[src/rtl/memc_req_arbiter.sv]
// Arbitrates one MemC command port between NUM_REQ requesters with a registered command output.
// Define MEMC_ARB_RR_EN for round-robin arbitration; otherwise lowest index wins.

package memc_arb_pkg;
    typedef enum logic [2:0] {
        MEMC_NONE         = 3'd0,
        MEMC_PAGE_WALK    = 3'd1,
        MEMC_READ_LINE    = 3'd2,
        MEMC_WRITE_LINE   = 3'd3,
        MEMC_READ_SINGLE  = 3'd4,
        MEMC_WRITE_SINGLE = 3'd5
    } MemC_Cmd;

    typedef struct packed {
        MemC_Cmd     cmd;
        logic [2:0]  rqID;
        logic [11:0] sramAddr;
        logic [29:0] extAddr;
    } CTRL_MemC;

    typedef struct packed {
        logic       busy;
        logic [2:0] rqID;
    } STAT_MemC;
endpackage

module memc_req_arbiter
    import memc_arb_pkg::*;
#(
    parameter int NUM_REQ = 4,
    localparam int IDX_W = (NUM_REQ > 1) ? $clog2(NUM_REQ) : 1
) (
    input  logic               clk,
    input  logic               rst,
    input  CTRL_MemC           IN_req [NUM_REQ-1:0],
    output logic [NUM_REQ-1:0] OUT_accepted,
    output logic [IDX_W-1:0]   OUT_grantIdx,
    output CTRL_MemC           OUT_memc,
    input  STAT_MemC           IN_memc,
    output logic               OUT_busy
);

    typedef enum logic [1:0] {IDLE, ISSUE, BUSY} state_t;

    state_t             state_q, state_d;
    logic [IDX_W-1:0]   grant_q, grant_d;
    CTRL_MemC           memc_q, memc_d;
    logic [NUM_REQ-1:0] acc_q, acc_d;
    logic [NUM_REQ-1:0] mask_q;
    logic [NUM_REQ-1:0] cand;
    logic               win_vld;
    logic [IDX_W-1:0]   win_idx;

    // A requester pulsed last cycle may still hold its command; keep it out for one cycle.
    always_comb begin
        for (int i = 0; i < NUM_REQ; i++)
            cand[i] = (IN_req[i].cmd != MEMC_NONE) && !mask_q[i];
    end

`ifdef MEMC_ARB_RR_EN
    logic [IDX_W-1:0] ptr_q, ptr_d;
    logic [IDX_W-1:0] rr_idx;

    // Walk downward so the candidate closest to the pointer is assigned last.
    always_comb begin
        win_vld = 1'b0;
        win_idx = '0;
        rr_idx  = '0;
        for (int k = NUM_REQ - 1; k >= 0; k--) begin
            rr_idx = IDX_W'((int'(ptr_q) + k) % NUM_REQ);
            if (cand[rr_idx]) begin
                win_vld = 1'b1;
                win_idx = rr_idx;
            end
        end
    end
`else
    always_comb begin
        win_vld = 1'b0;
        win_idx = '0;
        for (int i = NUM_REQ - 1; i >= 0; i--) begin
            if (cand[i]) begin
                win_vld = 1'b1;
                win_idx = IDX_W'(i);
            end
        end
    end
`endif

    always_comb begin
        state_d = state_q;
        grant_d = grant_q;
        memc_d  = memc_q;
        acc_d   = '0;
`ifdef MEMC_ARB_RR_EN
        ptr_d   = ptr_q;
`endif
        case (state_q)
            IDLE: begin
                if (!IN_memc.busy && win_vld) begin
                    grant_d = win_idx;
                    memc_d  = IN_req[win_idx];
                    state_d = ISSUE;
                end
            end
            ISSUE: begin
                // Acceptance is checked first so it wins over a same-cycle cancel.
                if (IN_memc.busy && IN_memc.rqID == memc_q.rqID) begin
                    memc_d.cmd     = MEMC_NONE;
                    acc_d[grant_q] = 1'b1;
                    state_d        = BUSY;
`ifdef MEMC_ARB_RR_EN
                    ptr_d          = IDX_W'((int'(grant_q) + 1) % NUM_REQ);
`endif
                end else if (IN_req[grant_q].cmd == MEMC_NONE) begin
                    memc_d.cmd = MEMC_NONE;
                    grant_d    = '0;
                    state_d    = IDLE;
                end
            end
            BUSY: begin
                if (!IN_memc.busy) begin
                    grant_d = '0;
                    state_d = IDLE;
                end
            end
            default: begin
                grant_d    = '0;
                memc_d.cmd = MEMC_NONE;
                state_d    = IDLE;
            end
        endcase
    end

    always_ff @(posedge clk) begin
        if (rst) begin
            state_q <= IDLE;
            grant_q <= '0;
            memc_q  <= '0;
            acc_q   <= '0;
            mask_q  <= '0;
`ifdef MEMC_ARB_RR_EN
            ptr_q   <= '0;
`endif
        end else begin
            state_q <= state_d;
            grant_q <= grant_d;
            memc_q  <= memc_d;
            acc_q   <= acc_d;
            mask_q  <= acc_q;
`ifdef MEMC_ARB_RR_EN
            ptr_q   <= ptr_d;
`endif
        end
    end

    assign OUT_accepted = acc_q;
    assign OUT_grantIdx = grant_q;
    assign OUT_memc     = memc_q;
    assign OUT_busy     = (state_q != IDLE);

endmodule

[config.mk]
export PLATFORM = sky130hd
export DESIGN_NAME = memc_req_arbiter
export DESIGN_NICKNAME = d
export VERILOG_FILES = /design/src/rtl/memc_req_arbiter.sv
export SDC_FILE = /design/constraint.sdc
export NUM_CORES = 1
export LEC_CHECK = 0
export BUFFER_PORTS_ARGS = -buffer_cell sky130_fd_sc_hd__buf_2
export CORE_MARGIN = 5
export CORE_UTILIZATION = 42
export CTS_CLUSTER_DIAMETER = 50
export CTS_CLUSTER_SIZE = 10
export DETAILED_ROUTE_END_ITERATION = 8
export PLACE_DENSITY = 0.84
export REMOVE_ABC_BUFFERS = 1
export SYNTH_ARGS = -nofsm -noshare
export SYNTH_HDL_FRONTEND = slang
export SYNTH_SLANG_ARGS = --single-unit
[constraint.sdc]
create_clock -name clk -period 1.85 [get_ports clk]
set_input_delay 0.185 -clock clk [delete_from_list [all_inputs] [get_ports clk]]
set_output_delay 0.185 -clock clk [all_outputs]
set_load 0.01 [all_outputs]
# --- Word level (Yosys, flattened, before mapping) ---
# Cells that the tools add are included.
word_totals:
  latch_bits: 0
  elab_cells: 72
  memories: 0
  regBits: 60
  inputBits: 198
  ram_bits: 0
  rom_bits: 0
  out_inout_bits: 55
op_classes:
  n_eq_ne: 8
  addsub: 0
  n_lt_le_gt_ge: 3
  div_mod_pow: 0
  n_shift: 0
  mux: 26
  reduce_logical: 24
  bitwise: 3
  mul: 0
ops:
  columns: ["operator", "count"]
  rows:
  - ["$bmux 48 s2", 2]
  - ["$mux 48", 3]
  - ["$mux 2", 10]
  - ["$pmux 2 s3", 2]
  - ["$reduce_bool 3->1", 4]
  - ["$pmux 3 s3", 1]
  - ["$ne 2x2->1 const B", 4]
  - ["$logic_and 1x1->1", 7]
  - ["$lt 2x3->1 const B", 2]
  - ["$mux 3", 2]
  - ["$reduce_and 3->1", 2]
  - ["$logic_not 1->1", 5]
  - ["$mux 1", 5]
  - ["$reduce_and 4->1", 1]
  - ["$eq 3x3->1", 1]
  - ["$logic_not 3->1", 1]
  - ["$ne 3x3->1 const B", 1]
  - ["$not 1->1", 3]
  - ["$reduce_or 3->1", 1]
  - ["$demux 1 s2", 1]
  - ["$eq 2x1->1 const B", 1]
  - ["$eq 2x2->1 const B", 1]
  - ["$ge 2x1->1 const B", 1]
  - ["$logic_not 2->1", 1]
  - ["other kinds (2)", 2]

# --- Logic depth before layout (Yosys ltp) ---
# Gate-level depths: netlist of the first run.
depth:
  word_depth: 10
  mapped_depth: 8
  ltp_nobuf: 6

# --- Worst setup path after synthesis of the first run ---
# OpenSTA, ideal clock, no wires.
synth_timing:
  kind: "reg-to-reg"
  startpoint: "reg state_q[0]"
  endpoint: "reg memc_q (netlist bit OUT_memc[10])"
  path_stages_with_launch: 8
  setup_slack_ps: 158
  period_less_slack_ps: 1692
  setup_ps: 147
  required_ps: 1703
  t_arrival_ps: 1544
  path_buffers: 2
  cell_sequence: "dfxtp_1 > nor2_1 > inv_2 > nor2_1 > and2_1 > clkbuf_2 > clkbuf_1 > a221oi_2"
synth_via:
  elab_chain_cells: 2
synth_rtl:
  columns: ["element", "line_no", "rtl"]
  rows:
  - ["from (decl)", "45", "state_t state_q, state_d;"]
  - ["from (signal assigned)", "146", "state_q <= state_d;"]
  - ["$logic_not 2->1", "98", "case (state_q)"]
  - ["$reduce_and 2->1 (no source line)", null, null]
  - ["to (signal assigned)", "148", "memc_q <= memc_d;"]
  - ["to (decl)", "47", "CTRL_MemC memc_q, memc_d;"]
# Every way passes these cells.
# A chain may end at the register's enable or synchronous reset.

# --- Final worst setup path of the first run ---
layout_timing:
  startpoint: "reg grant_q[0], in the netlist OUT_grantIdx[0]"
  endpoint: "reg memc_q (netlist bit OUT_memc[45])"
layout_via:
  elab_chain_cells: 5
layout_rtl:
  columns: ["element", "line_no", "rtl"]
  rows:
  - ["from (decl)", "46", "logic [IDX_W-1:0] grant_q, grant_d;"]
  - ["from (signal assigned)", "147", "grant_q <= grant_d;"]
  - ["$bmux 48 s2", "115", "end else if (IN_req[grant_q].cmd == MEMC_NONE) begin"]
  - ["$mux 48 (not written as such)", "115", null]
  - ["$logic_not 3->1", "115", null]
  - ["$ne 3x3->1 (no source line)", null, null]
  - ["$reduce_and 3->1 (no source line)", null, null]
# Every way passes these cells. The select of a mux whose other input is x is not followed.

==> results.json, run 1 <==
{
  "instances_no_fill": 705,
  "initial_core_util": 0.426,
  "place_hpwl_um": 10300,
  "antennaDiodeCount": 0,
  "criticalPathCategory": "flop to flop",
  "die_x_um": 104,
  "grt_overflow_total": 0,
  "slew_headroom": 0.714,
  "h-tree-depth": 3,
  "rows": 34,
  "num_io_pins": 253,
  "crit_path_end_kind": "flop",
  "drt_wl_total_um": 13000,
  "drive_gt1_frac": 0.571,
  "final_nets": 790,
  "crit_path_top_delay_cell": "mux4_2",
  "hold_path_class": "input pin to flop",
  "drc": 0,
  "cts.clk_slew.worst_paths_ns": 0.08,
  "avgSynthCellArea_um2": 10.6,
  "grt_pass1_wl_um": 21300,
  "cts_setup_buffers": 0,
  "finalPower_mw": 3.88,
  "postRouteAntennaNets": 0,
  "ys.flop_type": "dfxtp_1",
  "ir_drop_mv": 0.406,
  "fin_skew_ns": 0.0166,
  "fill_cells": 729,
  "min_period_over_period": 0.932,
  "synth-edff-count": 0,
  "max-cap-violations": 0,
  "yosysSeqAreaShare": 0.326,
  "wl_per_cell_um": 18.5,
  "finalSetupViolations": 0,
  "clock_latency_ns": 0.34,
  "worstPathArrival_ns": 1.97,
  "cp-start-kind": "flop",
  "synthArstFlopShare": 0,
  "yosysUniqueCellTypes": 37,
  "die_h_um": 104,
  "grt_pass1_vias": 4345,
  "outcome": "complete, no violations",
  "cp_max_fo": 5,
  "placed_cells": 689,
  "final_max_slew_viol_count": 0,
  "crit_required_ns": 2.10,
  "root_buffer": "clkbuf_8",
  "grt_usage": 0.236,
  "firstDrtPassIters": 4,
  "yosys_warnings": 0,
  "drtIter0Drc": 114,
  "gr-usage-met2": 0.423,
  "final_common_cell": "buf_2",
  "clkSinkCount": 60,
  "crit_chain": "mux4_2 > o31ai_2 > buf_4 > nand4bb_1 > o221ai_1",
  "clockBufferDepth": 2,
  "tightest_slew_ns": 0.424,
  "hold_violations": 0,
  "die_area_um2": 10700,
  "rrSetupSlack_ns": 0.13,
  "mostFrequentLayoutCells": "buf_2 (252), dfxtp_1 (60), mux2i_1 (52)",
  "num_vias": 3971,
  "cts_buffers": 9,
  "cts_tree": "built",
  "path_delay_family": "multiplexers",
  "p_per_area_nw_per_um2": 724,
  "grt_max_degree": 46,
  "period_needed_ns": 1.72,
  "routabilityCongestion": 0.840,
  "use_met3": 0.0653,
  "synthCells": 347,
  "slowest_delay_ns": 0.59,
  "port_buffers": 252,
  "core_area_um2": 8640,
  "antenna_found_initial": 0,
  "leakagePower_nw": 2.88,
  "detail_route.vias_per_cell": 5.63,
  "grtUsageMet1": 0.269,
  "busiest_layer": "met2",
  "ys_ff_latch": 60,
  "areaGrowthSynthToFinish_pct": 45.6,
  "netlist_area_um2": 3680,
  "cp.buffers_inverters": 1,
  "fmax_ghz": 0.580,
  "rsz0062_at_grt": "no"
}
flip-flops by register name, indices dropped and copies added (netlist names):
signal / cells
state_q: 2
mask_q: 4
OUT_memc: 48
OUT_grantIdx: 2
OUT_accepted: 4
metrics by stage:
stage / worst slack, ns / util / cell area (um2) / hold slack (ns) / TNS (ns)
floorplan: -1.71 / - / 3460 / 0.254 / -74.47
CTS: 0.0636 / 0.620 / 5360 / 0.171 / 0
finish: 0.125 / 0.621 / 5360 / 0.189 / 0
global placement: 0.0948 / 0.592 / 5110 / 0.463 / 0
detailed placement: 0.0288 / 0.592 / 5110 / 0.466 / 0
global route: 0.0246 / 0.621 / 5360 / 0.171 / 0
report_power, final:
| part | internal [mW] | leakage, nW | switching, mW |
|---|---|---|---|
| clock network | 0.904 | 0.120 | 0.562 |
| registers | 1.39 | 0.495 | 0.0605 |
| logic | 0.477 | 2.27 | 0.486 |
| total | 2.77 | 2.88 | 1.11 |
kinds of logic after synthesis:
| kind of cell | share of synthesized area |
|---|---|
| AOI/OAI and AO/OA | 0.379 |
| and+or+nand+nor | 0.0775 |
| buffers and inverters | 0.0625 |
| DFF | 0.326 |
| xor gates and xnor gates | 0.00714 |
| muxes | 0.148 |
worst register-to-register path: cells and delay by family (launching register included):
family | cells | cell delay (ns)
multiplexers | 1 | 0.59
flip-flops | 1 | 0.46
AO/OA/AOI/OAI | 2 | 0.32
buffers and inverters | 1 | 0.17
AND/OR/NAND/NOR | 1 | 0.10
area by class of cell:
type                    count  area (um2)  area share
well taps                 108         135      0.0252
flip-flops and latches     60        1200       0.224
clock buffers               9         124      0.0231
clock inverters             7         124      0.0231
inverters                   3        11.3     0.00210
multi-input cells         249        2260       0.422
repair buffers            269        1500       0.280
synthesized netlist by cell type (3+ instances only):
master | count | area share
dfxtp_1 | 60 | 0.33
mux2i_1 | 52 | 0.14
o21bai_1 | 46 | 0.094
o22ai_1 | 45 | 0.076
a221oi_2 | 41 | 0.17
clkbuf_1 | 18 | 0.018
buf_2 | 11 | 0.015
nor2_1 | 8 | 0.0082
nor2b_1 | 6 | 0.010
a221oi_1 | 5 | 0.012
nand2_1 | 5 | 0.0051
nor3_2 | 5 | 0.014
buf_12 | 4 | 0.022
nand2b_1 | 3 | 0.0051
nand4bb_1 | 3 | 0.0092
nor3_1 | 3 | 0.0041
o221ai_1 | 3 | 0.0071
or3_1 | 3 | 0.0051
xnor2_1 | 3 | 0.0071
routing by layer:
metal | routed length (um) | up-vias | part of all wire
met5 | 0 | - | 0
met4 | 265 | 0 | 0.020
met3 | 1090 | 22 | 0.083
met2 | 6740 | 204 | 0.52
met1 | 4950 | 1850 | 0.38
li1 | - | 1895 | -
final timing paths:
check | end | depth (start not counted) | startpoint
worst max-delay path | OUT_memc[45] | 5 | OUT_grantIdx[0]
worst min-delay path | OUT_memc[1] | 3 | IN_req[49]
worst max register to register | OUT_memc[45] | 5 | OUT_grantIdx[0]
worst min register to register | mask_q[3] | 1 | OUT_accepted[3]
repair_timing:
action	4_1_cts	5_1_grt
setup endpoints to repair	0	3
resized for setup	0	1
hold buffers	0	0
Power figures use the tool's default switching activity.
==> inputs of run 2 (changes only) <==
CORE_ASPECT_RATIO = 0.7   (was unset)
CORE_UTILIZATION = 37   (was 42)
PLACE_DENSITY = 0.76   (was 0.84)
==> run 2 against run 1 <==
  * Clock skew decreased by 0.011 ns
  * Wire length rose by 1.3%
  * Largest power group unchanged
  * Register-to-register slack is essentially flat
  * Critical path type unchanged
  * Maximum frequency rose by 0.23%
  * Sequential share of layout area barely moved
  * Highest routed layer unchanged
  * Via count down 0.33%
  * Largest cell class unchanged
==> results.json, run 2 (synthesized netlist as in run 1, its figures left out) <==
{
  "tns_ns": 0,
  "hold_start": "IN_req[143]",
  "p_sw_mw": 1.08,
  "hold_violations": 0,
  "outcome": "complete, no violations",
  "clkSinkCount": 60,
  "cp_max_fo": 5,
  "port_buffers": 252,
  "rr_startpoint": "OUT_grantIdx[0]",
  "finalSetupViolations": 0,
  "p_comb_frac": 0.240,
  "grt_max_degree": 30,
  "largest_reg_flops": 48,
  "postRouteAntennaNets": 0,
  "final_nets": 790,
  "tightest_slew_ns": 0.578,
  "seqPwrFrac": 0.368,
  "final_max_slew_viol_count": 0,
  "firstDrtPassIters": 4,
  "drtIter0Drc": 246,
  "cts.clk_slew.worst_paths_ns": 0.05,
  "dp_slack_ns": 0.0387,
  "antenna_found_initial": 0,
  "fill_cells": 865,
  "ir_drop_mv": 0.399,
  "final_common_cell": "buf_2",
  "num_io_pins": 253,
  "worstPathArrival_ns": 1.95,
  "grt_pass1_wl_um": 20200,
  "cp-start-kind": "flop",
  "fmax_ghz": 0.581,
  "rsz0062_at_grt": "no",
  "drc": 0,
  "drt_wl_total_um": 13200,
  "die_area_um2": 12100,
  "period_needed_ns": 1.72,
  "startpoint": "OUT_grantIdx[0]",
  "die_x_um": 129,
  "p_per_area_nw_per_um2": 738,
  "placed_cell_area_um2": 5080,
  "max-cap-violations": 0,
  "mostFrequentLayoutCells": "buf_2 (252), dfxtp_1 (60), mux2i_1 (52)",
  "wl_per_cell_um": 18.2,
  "grt_usage": 0.209,
  "hold_path_class": "input pin to flop",
  "clock_latency_ns": 0.32,
  "detail_route.vias_per_cell": 5.46,
  "worst_slack_ns": 0.129,
  "antennaDiodeCount": 0,
  "slew_headroom": 0.609,
  "crit_path_end_kind": "flop",
  "h-tree-depth": 3,
  "min_period_over_period": 0.930,
  "core_area_um2": 9720,
  "utilization": 0.552,
  "criticalPathCategory": "flop to flop",
  "die_h_um": 93.5,
  "clockBufferDepth": 2,
  "cts_setup_buffers": 0,
  "p_sw_frac": 0.273,
  "holdBufCountCts": 0,
  "routabilityCongestion": 0.862,
  "power_frac_clock": 0.391,
  "cts_buffers": 9,
  "leakagePower_nw": 2.89,
  "p_int_mw": 2.88,
  "place_hpwl_um": 10500,
  "root_buffer": "clkbuf_16",
  "cts_tree": "built",
  "initial_core_util": 0.379,
  "areaGrowthSynthToFinish_pct": 45.8,
  "crit_required_ns": 2.08,
  "drive_gt1_frac": 0.564,
  "cts_resized": 0,
  "num_vias": 3958,
  "grt_pass1_vias": 4196,
  "rows": 30,
  "grt_overflow_total": 0,
  "fin_skew_ns": 0.00566,
  "fin_area_um2": 5370
}
==> run 2: cell count changes in the layout (fill, tap and decap cells not counted), sizes merged <==
cell      before  now
clkinv         2    1
inv            4    3
clkinvlp       1    0
clkbuf         9   15
bufinv         3    0
==> run 2: area by class of cell <==
type                       instances  area (um2)  area share
clock buffer                      15         278      0.0518
tap                              128         160      0.0298
timing repair buffer             269        1450       0.270
clock inverter                     1        5.00    0.000933
inverter                           3        11.3     0.00210
sequential                        60        1200       0.224
multi-input combinational        249        2260       0.421
==> run 2: worst max-delay path: stages (launching register included) <==
cell and delay (ns):
dfxtp_1 0.44, mux4_2 0.58, o31ai_1 0.36, nand4bb_1 0.15, o221ai_1 0.10
==> run 2: metal layers <==
| layer | part of all wire | GRT usage | wire [um] |
|---|---|---|---|
| met1 | 0.40 | 0.236 | 5270 |
| met2 | 0.49 | 0.375 | 6470 |
| met3 | 0.10 | 0.0662 | 1320 |
| met4 | 0.011 | 0.0638 | 142 |
| met5 | 0 | 0 | 0 |
==> run 2: path summary, 6_finish.rpt <==
kind | end | slack (ns) | cells after the start
min | OUT_memc[47] | 0.20 | 3
max | OUT_memc[45] | 0.13 | 4
max reg2reg | OUT_memc[45] | 0.13 | 4
min reg2reg | mask_q[0] | 0.47 | 1
==> run 2: power by group through the flow <==
stage                     Sequential, mW  Clock (mW)  Combinational [mW]
after floorplan                     1.52           0               0.435
after global placement              1.48           0               0.926
after detailed placement            1.48           0               0.954
after CTS                           1.46        1.60               0.958
after global routing                1.47        1.65                1.03
final                               1.46        1.55               0.952
==> run 2: per-stage QoR <==
stage,power (mW),cells,hold WS (ns)
after global placement,2.41,709,0.453
final,3.96,725,0.204
after global routing,4.15,725,0.218
after detailed placement,2.44,709,0.467
after floorplan,1.96,312,0.254
after CTS,4.02,725,0.183
==> inputs of run 3 (changes only) <==
PLACE_DENSITY = 0.73   (was 0.76)
SKIP_LAST_GASP = 1   (was unset)
==> run 3 against run 2 <==
  * Global-route usage fell by 0.53 points
  * First-iteration DRC count fell by 41%
  * Largest cell class unchanged
  * Sequential power barely moved
  * Highest routed layer unchanged
  * Clock-buffer cell count fell by 2
  * Wire length fell by 1.4%
==> results.json, run 3 (synthesized netlist as in run 1, its figures left out) <==
{
  "hold_violations": 0,
  "mostFrequentLayoutCells": "buf_2 (252), dfxtp_1 (60), mux2i_1 (52)",
  "tightest_slew_ns": 0.466,
  "worst_slack_ns": 0.168,
  "port_buffers": 252,
  "hold_path_class": "input pin to flop",
  "place_hpwl_um": 10100,
  "grt_usage": 0.204,
  "utilization": 0.554,
  "timing.hold.ws_ns": 0.211,
  "antennaDiodeCount": 0,
  "fill_cells": 858,
  "grt_overflow_total": 0,
  "num_io_pins": 253,
  "p_int_mw": 2.84,
  "rows": 30,
  "clockBufferDepth": 2,
  "areaGrowthSynthToFinish_pct": 46.3,
  "p_comb_frac": 0.246,
  "finalPower_mw": 3.93,
  "worstPathArrival_ns": 1.90,
  "die_h_um": 93.5,
  "grt_pass1_vias": 4019,
  "p_sw_mw": 1.09,
  "multiInputGateArea_um2": 2260,
  "drtIter0Drc": 146,
  "cts_tree": "built",
  "seq_area_um2": 1200,
  "rsz0062_at_grt": "no",
  "hold_depth": 3,
  "power_frac_clock": 0.383,
  "dp_slack_ns": 0.0386,
  "criticalPathCategory": "flop to flop",
  "ir_drop_mv": 0.355,
  "drt_wl_total_um": 13000,
  "tns_ns": 0,
  "detail_route.vias_per_cell": 5.38,
  "fin_skew_ns": 0.00651,
  "fmax_ghz": 0.595,
  "p_sw_frac": 0.277,
  "cts_setup_buffers": 0,
  "cp_max_fo": 5,
  "crit_required_ns": 2.07,
  "rr_worst_depth": 4,
  "drive_gt1_frac": 0.565,
  "num_vias": 3881,
  "min_period_over_period": 0.909,
  "h-tree-depth": 3,
  "die_area_um2": 12100,
  "p_per_area_nw_per_um2": 729,
  "cp-start-kind": "flop",
  "outcome": "complete, no violations",
  "max-cap-violations": 0,
  "antenna_found_initial": 0,
  "clock_latency_ns": 0.32,
  "final_common_cell": "buf_2",
  "postRouteAntennaNets": 0,
  "period_needed_ns": 1.68,
  "clkSinkCount": 60,
  "drc": 0,
  "final_nets": 787,
  "wl_per_cell_um": 18.1,
  "root_buffer": "clkbuf_16",
  "firstDrtPassIters": 5,
  "core_area_um2": 9720,
  "seqPwrFrac": 0.372,
  "cts.clk_slew.worst_paths_ns": 0.05,
  "leakagePower_nw": 2.88,
  "die_x_um": 129,
  "routabilityCongestion": 0.811,
  "finalSetupViolations": 0,
  "crit_path_end_kind": "flop",
  "final_max_slew_viol_count": 0,
  "slew_headroom": 0.689,
  "grt_max_degree": 37,
  "grt_pass1_wl_um": 19600,
  "largest_reg_flops": 48,
  "initial_core_util": 0.379,
  "cts_buffers": 9
}
-- run 3: cell types whose count changed in the layout (fill, tap and decap cells not counted), sizes merged --
cell,before,now
buf,269,266
clkbuf,15,13
clkinv,1,2
-- run 3: path summary, 6_finish.rpt --
check                       start            to  slack [ns]
setup reg to reg  OUT_grantIdx[0]  OUT_memc[45]        0.17
hold / removal         IN_memc[3]    state_q[0]        0.21
hold reg to reg   OUT_accepted[2]     mask_q[2]        0.46
setup / recovery  OUT_grantIdx[0]  OUT_memc[45]        0.17
-- run 3: cell type report --
| class | count | area share |
|---|---|---|
| tap | 128 | 0.0297 |
| clock inverter | 2 | 0.00186 |
| inverter | 3 | 0.00209 |
| clock buffer | 13 | 0.0483 |
| sequential | 60 | 0.223 |
| timing repair buffer | 266 | 0.275 |
| multi-input combinational | 249 | 0.420 |
-- run 3: layer usage --
layer / vias to the layer above / track usage / share of wire / wire length [um]
met5: - / 0 / 0 / 0
met4: 0 / 0.0586 / 0.011 / 139
met3: 12 / 0.0502 / 0.094 / 1220
met2: 177 / 0.366 / 0.50 / 6480
met1: 1797 / 0.241 / 0.40 / 5190
li1: 1895 / - / - / -
-- run 3: repair_timing --
action / in CTS / in global routing
endpoints found under the setup margin: 0 / 1
hold buffers: 0 / 0
endpoints found under the hold margin: 0 / 0
resized for setup: 0 / 1
-- run 3: through the flow --
stage	instances	area, um2
final	721	5390
after detailed placement	706	5110
after floorplan	312	3460
after global placement	706	5110
after CTS	721	5380
after global routing	721	5390
-- run 3: power by group through the flow --
stage / combinational, mW / clock, mW / sequential [mW]
floorplan: 0.435 / 0 / 1.52
global placement: 0.944 / 0 / 1.48
detailed placement: 0.967 / 0 / 1.48
CTS: 0.970 / 1.55 / 1.46
global route: 1.05 / 1.61 / 1.47
finish: 0.965 / 1.50 / 1.46
-- run 3: critical path, stage by stage, from the launching register on --
cell and delay [ns]:
dfxtp_1 0.41, mux4_2 0.59, o31ai_2 0.30, nand4bb_1 0.18
o221ai_1 0.12
